--- config.mk ---
export PLATFORM = sky130hd
export DESIGN_NAME = mastermind_guess_ctrl
export DESIGN_NICKNAME = d
export VERILOG_FILES = /design/src/rtl/mastermind_guess_ctrl.sv
export SDC_FILE = /design/constraint.sdc
export NUM_CORES = 1
export LEC_CHECK = 0
export CAP_MARGIN = 20
export CORE_MARGIN = 10
export CORE_UTILIZATION = 57
export DETAILED_ROUTE_END_ITERATION = 8
export HOLD_SLACK_MARGIN = 0.03
export PLACE_DENSITY = 0.86
export SYNTH_ARGS = -nofsm -noshare
export SYNTH_HDL_FRONTEND = slang
export SYNTH_SLANG_ARGS = --single-unit
--- constraint.sdc ---
create_clock -name clk -period 12.45 [get_ports clk]
set_input_delay 3.735 -clock clk [delete_from_list [all_inputs] [get_ports clk]]
set_output_delay 3.735 -clock clk [all_outputs]
set_load 0.01 [all_outputs]
--- src/rtl/mastermind_guess_ctrl.sv ---
// Mastermind guess controller: builds the peg-grid matrix from button pulses,
// scores each submitted row against the latched secret and sequences win/lose.
//   state   | meaning
//   S_IDLE  | waiting for a start with a legal secret
//   S_INPUT | player edits the active row
//   S_SCORE | one colour per cycle, then a decide cycle
//   S_WIN   | row matched the secret, outputs frozen
//   S_LOSE  | last row failed, secret revealed, outputs frozen
module mastermind_guess_ctrl #(
    parameter int ROWS    = 6,
    parameter int COLS    = 4,
    parameter int NCOLORS = 6
) (
    input  logic                   clk,
    input  logic                   reset,
    input  logic                   start,
    input  logic [COLS*3-1:0]      secret,
    input  logic                   btn_left,
    input  logic                   btn_right,
    input  logic                   btn_up,
    input  logic                   btn_down,
    input  logic                   btn_center,
    output logic [ROWS*COLS*3-1:0] matrix_flat,
    output logic [2:0]             guess_num,
    output logic                   q_Input,
    output logic [1:0]             cursor_index,
    output logic [2:0]             current_color,
    output logic [ROWS*6-1:0]      feedback_flat,
    output logic                   game_win,
    output logic                   game_lose,
    output logic [COLS*3-1:0]      secret_out
);
    localparam int RW = COLS * 3;

    typedef enum logic [2:0] {S_IDLE, S_INPUT, S_SCORE, S_WIN, S_LOSE} state_t;

    state_t                 state_q;
    logic [RW-1:0]          secret_q;
    logic [ROWS*RW-1:0]     matrix_q;
    logic [ROWS*6-1:0]      fb_q;
    logic [2:0]             guess_q;
    logic [1:0]             cursor_q;
    logic [2:0]             color_q;
    logic [2:0]             k_q;
    logic [2:0]             exact_q;
    logic [2:0]             acc_q;
    logic                   q_input_q;
    logic                   win_q;
    logic                   lose_q;
    logic [RW-1:0]          secret_out_q;

    logic [RW-1:0]          row_cur;
    logic                   row_full;
    logic                   secret_ok;
    logic [2:0]             exact_d;
    logic [2:0]             cnt_g;
    logic [2:0]             cnt_s;
    logic [2:0]             min_d;
    logic [2:0]             acc_d;

    function automatic logic [2:0] count_color(input logic [RW-1:0] code, input logic [2:0] color);
        logic [2:0] n;
        n = '0;
        for (int i = 0; i < COLS; i++)
            if (code[i*3 +: 3] == color) n = n + 3'd1;
        return n;
    endfunction

    always_comb begin
        row_cur = '0;
        for (int r = 0; r < ROWS; r++)
            if (guess_q == 3'(r)) row_cur = matrix_q[r*RW +: RW];
        row_full  = 1'b1;
        secret_ok = 1'b1;
        exact_d   = '0;
        for (int i = 0; i < COLS; i++) begin
            if (row_cur[i*3 +: 3] == 3'd0) row_full = 1'b0;
            if (row_cur[i*3 +: 3] == secret_q[i*3 +: 3]) exact_d = exact_d + 3'd1;
            if (secret[i*3 +: 3] == 3'd0 || secret[i*3 +: 3] > 3'(NCOLORS)) secret_ok = 1'b0;
        end
        // colour k+1 is scored this cycle; acc restarts at k = 0
        cnt_g = count_color(row_cur, k_q + 3'd1);
        cnt_s = count_color(secret_q, k_q + 3'd1);
        min_d = (cnt_g < cnt_s) ? cnt_g : cnt_s;
        acc_d = ((k_q == 3'd0) ? 3'd0 : acc_q) + min_d;
    end

    always_ff @(posedge clk) begin
        if (reset) begin
            state_q      <= S_IDLE;
            secret_q     <= '0;
            matrix_q     <= '0;
            fb_q         <= '0;
            guess_q      <= '0;
            cursor_q     <= '0;
            color_q      <= 3'd1;
            k_q          <= '0;
            exact_q      <= '0;
            acc_q        <= '0;
            q_input_q    <= 1'b0;
            win_q        <= 1'b0;
            lose_q       <= 1'b0;
            secret_out_q <= '0;
        end else begin
            case (state_q)
                S_IDLE, S_WIN, S_LOSE: begin
                    if (start && secret_ok) begin
                        state_q      <= S_INPUT;
                        secret_q     <= secret;
                        matrix_q     <= '0;
                        fb_q         <= '0;
                        guess_q      <= '0;
                        cursor_q     <= '0;
                        color_q      <= 3'd1;
                        q_input_q    <= 1'b1;
                        win_q        <= 1'b0;
                        lose_q       <= 1'b0;
                        secret_out_q <= '0;
                    end
                end
                S_INPUT: begin
                    if (btn_center) begin
                        if (row_full) begin
                            state_q   <= S_SCORE;
                            q_input_q <= 1'b0;
                            k_q       <= '0;
                        end else begin
                            for (int r = 0; r < ROWS; r++)
                                for (int c = 0; c < COLS; c++)
                                    if (guess_q == 3'(r) && cursor_q == 2'(c))
                                        matrix_q[r*RW + c*3 +: 3] <= color_q;
                            cursor_q <= cursor_q + 2'd1;
                        end
                    end else if (btn_right) begin
                        cursor_q <= cursor_q + 2'd1;
                    end else if (btn_left) begin
                        cursor_q <= cursor_q - 2'd1;
                    end else if (btn_up) begin
                        color_q <= (color_q == 3'(NCOLORS)) ? 3'd1 : color_q + 3'd1;
                    end else if (btn_down) begin
                        color_q <= (color_q == 3'd1) ? 3'(NCOLORS) : color_q - 3'd1;
                    end
                end
                S_SCORE: begin
                    if (k_q == 3'(NCOLORS)) begin
                        if (exact_q == 3'(COLS)) begin
                            state_q <= S_WIN;
                            win_q   <= 1'b1;
                        end else if (guess_q == 3'(ROWS-1)) begin
                            state_q      <= S_LOSE;
                            lose_q       <= 1'b1;
                            secret_out_q <= secret_q;
                        end else begin
                            state_q   <= S_INPUT;
                            guess_q   <= guess_q + 3'd1;
                            cursor_q  <= '0;
                            q_input_q <= 1'b1;
                        end
                    end else begin
                        if (k_q == 3'd0) exact_q <= exact_d;
                        acc_q <= acc_d;
                        if (k_q == 3'(NCOLORS-1))
                            for (int r = 0; r < ROWS; r++)
                                if (guess_q == 3'(r))
                                    fb_q[r*6 +: 6] <= {acc_d - exact_q, exact_q};
                        k_q <= k_q + 3'd1;
                    end
                end
                default: state_q <= S_IDLE;
            endcase
        end
    end

    assign matrix_flat   = matrix_q;
    assign guess_num     = guess_q;
    assign q_Input       = q_input_q;
    assign cursor_index  = cursor_q;
    assign current_color = color_q;
    assign feedback_flat = fb_q;
    assign game_win      = win_q;
    assign game_lose     = lose_q;
    assign secret_out    = secret_out_q;

endmodule

==> metrics <==
Synth Net Count a little over 1k; CP max stage cell dfxtp_1; Setup TNS 0 ps; Slew Viols, Final 0; crit share post-route 0.6143; Comb power frac 0.370; io pins 151; vias slightly below 8k; Clock Sinks 155; initial core utilization 0.5772; Clock power frac 0.306; Peak VDD IR between 0.0001 and 0.00015 V; switch share 0.3886; Critical Path RT approximately 13000 ps; synth unique cells around 70; Cells after DPL around 1.3k; Crit path largest cell delay 810 ps; ANT cells 0; initial antenna violation count 0; Sw Pwr approximately 0.0007 W; sequential share of the synthesized area 0.3727; routed len/inst just under 20 um; synthesized flop and latch total 155; clk root buf clkbuf_16; fin area between 10000 and 15000 um^2; core area roughly 14000 um^2; port bufs 150; Pwr Density approximately 170 nW/um^2; Hold Path Class reg -> reg; Remaining DRCs 0; Syn Std Cell Area 8325 um^2; nets@finish between 1k and 1.5k; # hold bufs at CTS 0; gp weighted congestion approximately 0.96; post-route ant nets 0; DP HPWL approximately 18 mm; worst-margin pin slew roughly 1100 ps; Sequential Power Share 0.324; cell family with most CP delay adder cells; buffers and inverters on the worst path 3; utilization after layout 0.7236; area delta synth->final 25.37%; final setup fails 0; outcome finished clean; row cnt 44; Async SR Flop Fraction 0; Internal roughly 0.0011 W; Final Skew 10.47 ps; Post-CTS Setup Inserts 0; CP Class reg -> reg; crit path time final 7648 ps; Syn Inst Count just under 1k; placed inst area just under 10000 um^2; pin count of the biggest net entering global routing 76; Vias/cell about 6.1; die height 140.9 um; Yosys Warn Count 0; Static Leak ~4.4 nW; GRT overflow 0; Tot GR Track Use 0.2457; CP Capture Type register; die footprint 19840 um^2; vias in the first global route 7458; most frequent CP cell nor2_1; Synth Area per Inst approximately 8.5 um^2; total wire length 25.33 mm; top_reg_cell synth dfxtp_1; CTS tree yes; Max FO, Critical Path 23; RSZ-0062 raised after global routing false; Max Fclk 130.8 MHz; worst rel slew slack 0.2955; H-tree depth 4; post-CTS resize count 0; worst skew pair latency ~430 ps; Setup crit start kind register; Num CTS Buffers 17; Hold Vio Cnt, Final 0; EDFF count, synth 0; Max-Cap Viols 0; first-pass GRT wire length ~40 mm; layout cell share with drive strength beyond 1 0.05818; die width between 100 and 150 um; Detailed Route Iter0 Violations around 1.1k; crit path DAT around 8000 ps; Clock transition at path regs about 60 ps; CTS Buffer Depth 2; Non-Filler Instances ~1.3k; DR pass1 iterations 6
-- cell families after synthesis --
group           share of synthesized area
flops                              0.3727
simple gates                       0.2217
compound gates                     0.1295
xor+xnor                          0.04824
buf+inv                           0.04914
mux                                0.1288
fa+ha+maj                         0.04989
-- final timing paths --
kind,slack [ps],startpoint,cells after the start,to
setup / recovery,4800,guess_num[2],27,feedback_flat[17]
hold / removal,460,game_lose,1,game_lose
setup reg to reg,4800,guess_num[2],27,feedback_flat[17]
hold reg to reg,460,game_lose,1,game_lose
-- cells in the final DEF (no fill, tap or decap), drive strengths merged, types with 3 or more instances in the layout --
cell / count
nand2: 159
dfxtp: 155
clkdlybuf4s50: 149
mux2i: 106
nor2: 67
a21oi: 60
inv: 42
ha: 30
nand4: 29
xnor2: 26
nand3: 26
o21ai: 20
xor2: 19
nor3: 18
clkbuf: 18
nor2b: 16
nand3b: 14
and2: 14
a22o: 13
a221oi: 12
or3: 10
o22ai: 8
nor3b: 6
a2bb2oi: 6
and3: 6
buf: 6
nand2b: 5
a211oi: 5
or2: 5
a32oi: 4
clkinv: 4
o211ai: 3
o31ai: 3
or4: 3
-- synth_stat cells, types with 14 or more instances --
cell / instances / area share
nand2_1: 158 / 0.071
dfxtp_1: 155 / 0.37
mux2i_1: 106 / 0.13
nor2_1: 67 / 0.030
a21oi_1: 56 / 0.034
clkbuf_1: 37 / 0.017
inv_1: 35 / 0.016
ha_1: 30 / 0.045
nand4_1: 29 / 0.022
nand3_1: 26 / 0.016
xnor2_1: 26 / 0.027
buf_2: 18 / 0.011
nor3_1: 18 / 0.011
xor2_1: 18 / 0.019
nor2b_1: 16 / 0.012
o21ai_0: 16 / 0.0096
nand3b_1: 14 / 0.013
-- state kept, by name (all words and copies together) (netlist names) --
register	cells
secret_out	12
game_win	1
guess_num	3
state_q	3
cursor_index	2
matrix_flat	72
exact_q	3
current_color	3
game_lose	1
k_q	3
secret_q	12
feedback_flat	36
acc_q	3
q_Input	1
-- final cells by class --
| class | count | area (um^2) |
|---|---|---|
| multi-input cells | 723 | 4821 |
| fillers | 1071 | 3986 |
| flip-flops and latches | 155 | 3103 |
| repair buffers | 155 | 1534 |
| clock buffers | 18 | 439.2 |
| well taps | 184 | 230.2 |
| clock inverters | 14 | 178.9 |
| inverters | 35 | 131.4 |
-- layer usage --
layer  vias up  GRT usage  share of wire
met4         0    0.09076          0.032
met3        68    0.06685          0.086
met5         -          0              0
met1      3732     0.2967           0.40
met2       388     0.4079           0.49
li1       3626          -              -
-- power by group through the flow --
stage	logic (W)	clock network [W]	registers, W
2_1_floorplan	0.000497	0	0.000566
3_3_place_gp	0.000617	0	0.000582
3_5_place_dp	0.000630	0	0.000583
4_1_cts	0.000646	0.000544	0.000573
5_1_grt	0.000716	0.000566	0.000578
6_report	0.000654	0.000542	0.000574
-- metrics by stage --
stage	setup slack [ps]	hold WS [ps]	power, W
after detailed placement	5110	451.1	0.001214
after global routing	4354	490.0	0.001860
final	4802	457.7	0.001770
after global placement	5343	438.8	0.001200
after CTS	5009	462.6	0.001762
after floorplan	6310	431.7	0.001064
-- worst register-to-register path, delay by kind of cell (launching register included) --
kind | cells | cell delay [ps]
buffers and inverters | 3 | 360
adders and majority gates | 5 | 2190
muxes | 2 | 330
DFF | 1 | 810
xor gates and xnor gates | 5 | 790
and+or+nand+nor | 8 | 2110
AOI/OAI and AO/OA | 4 | 1020
(Power assumes the default switching activity.)
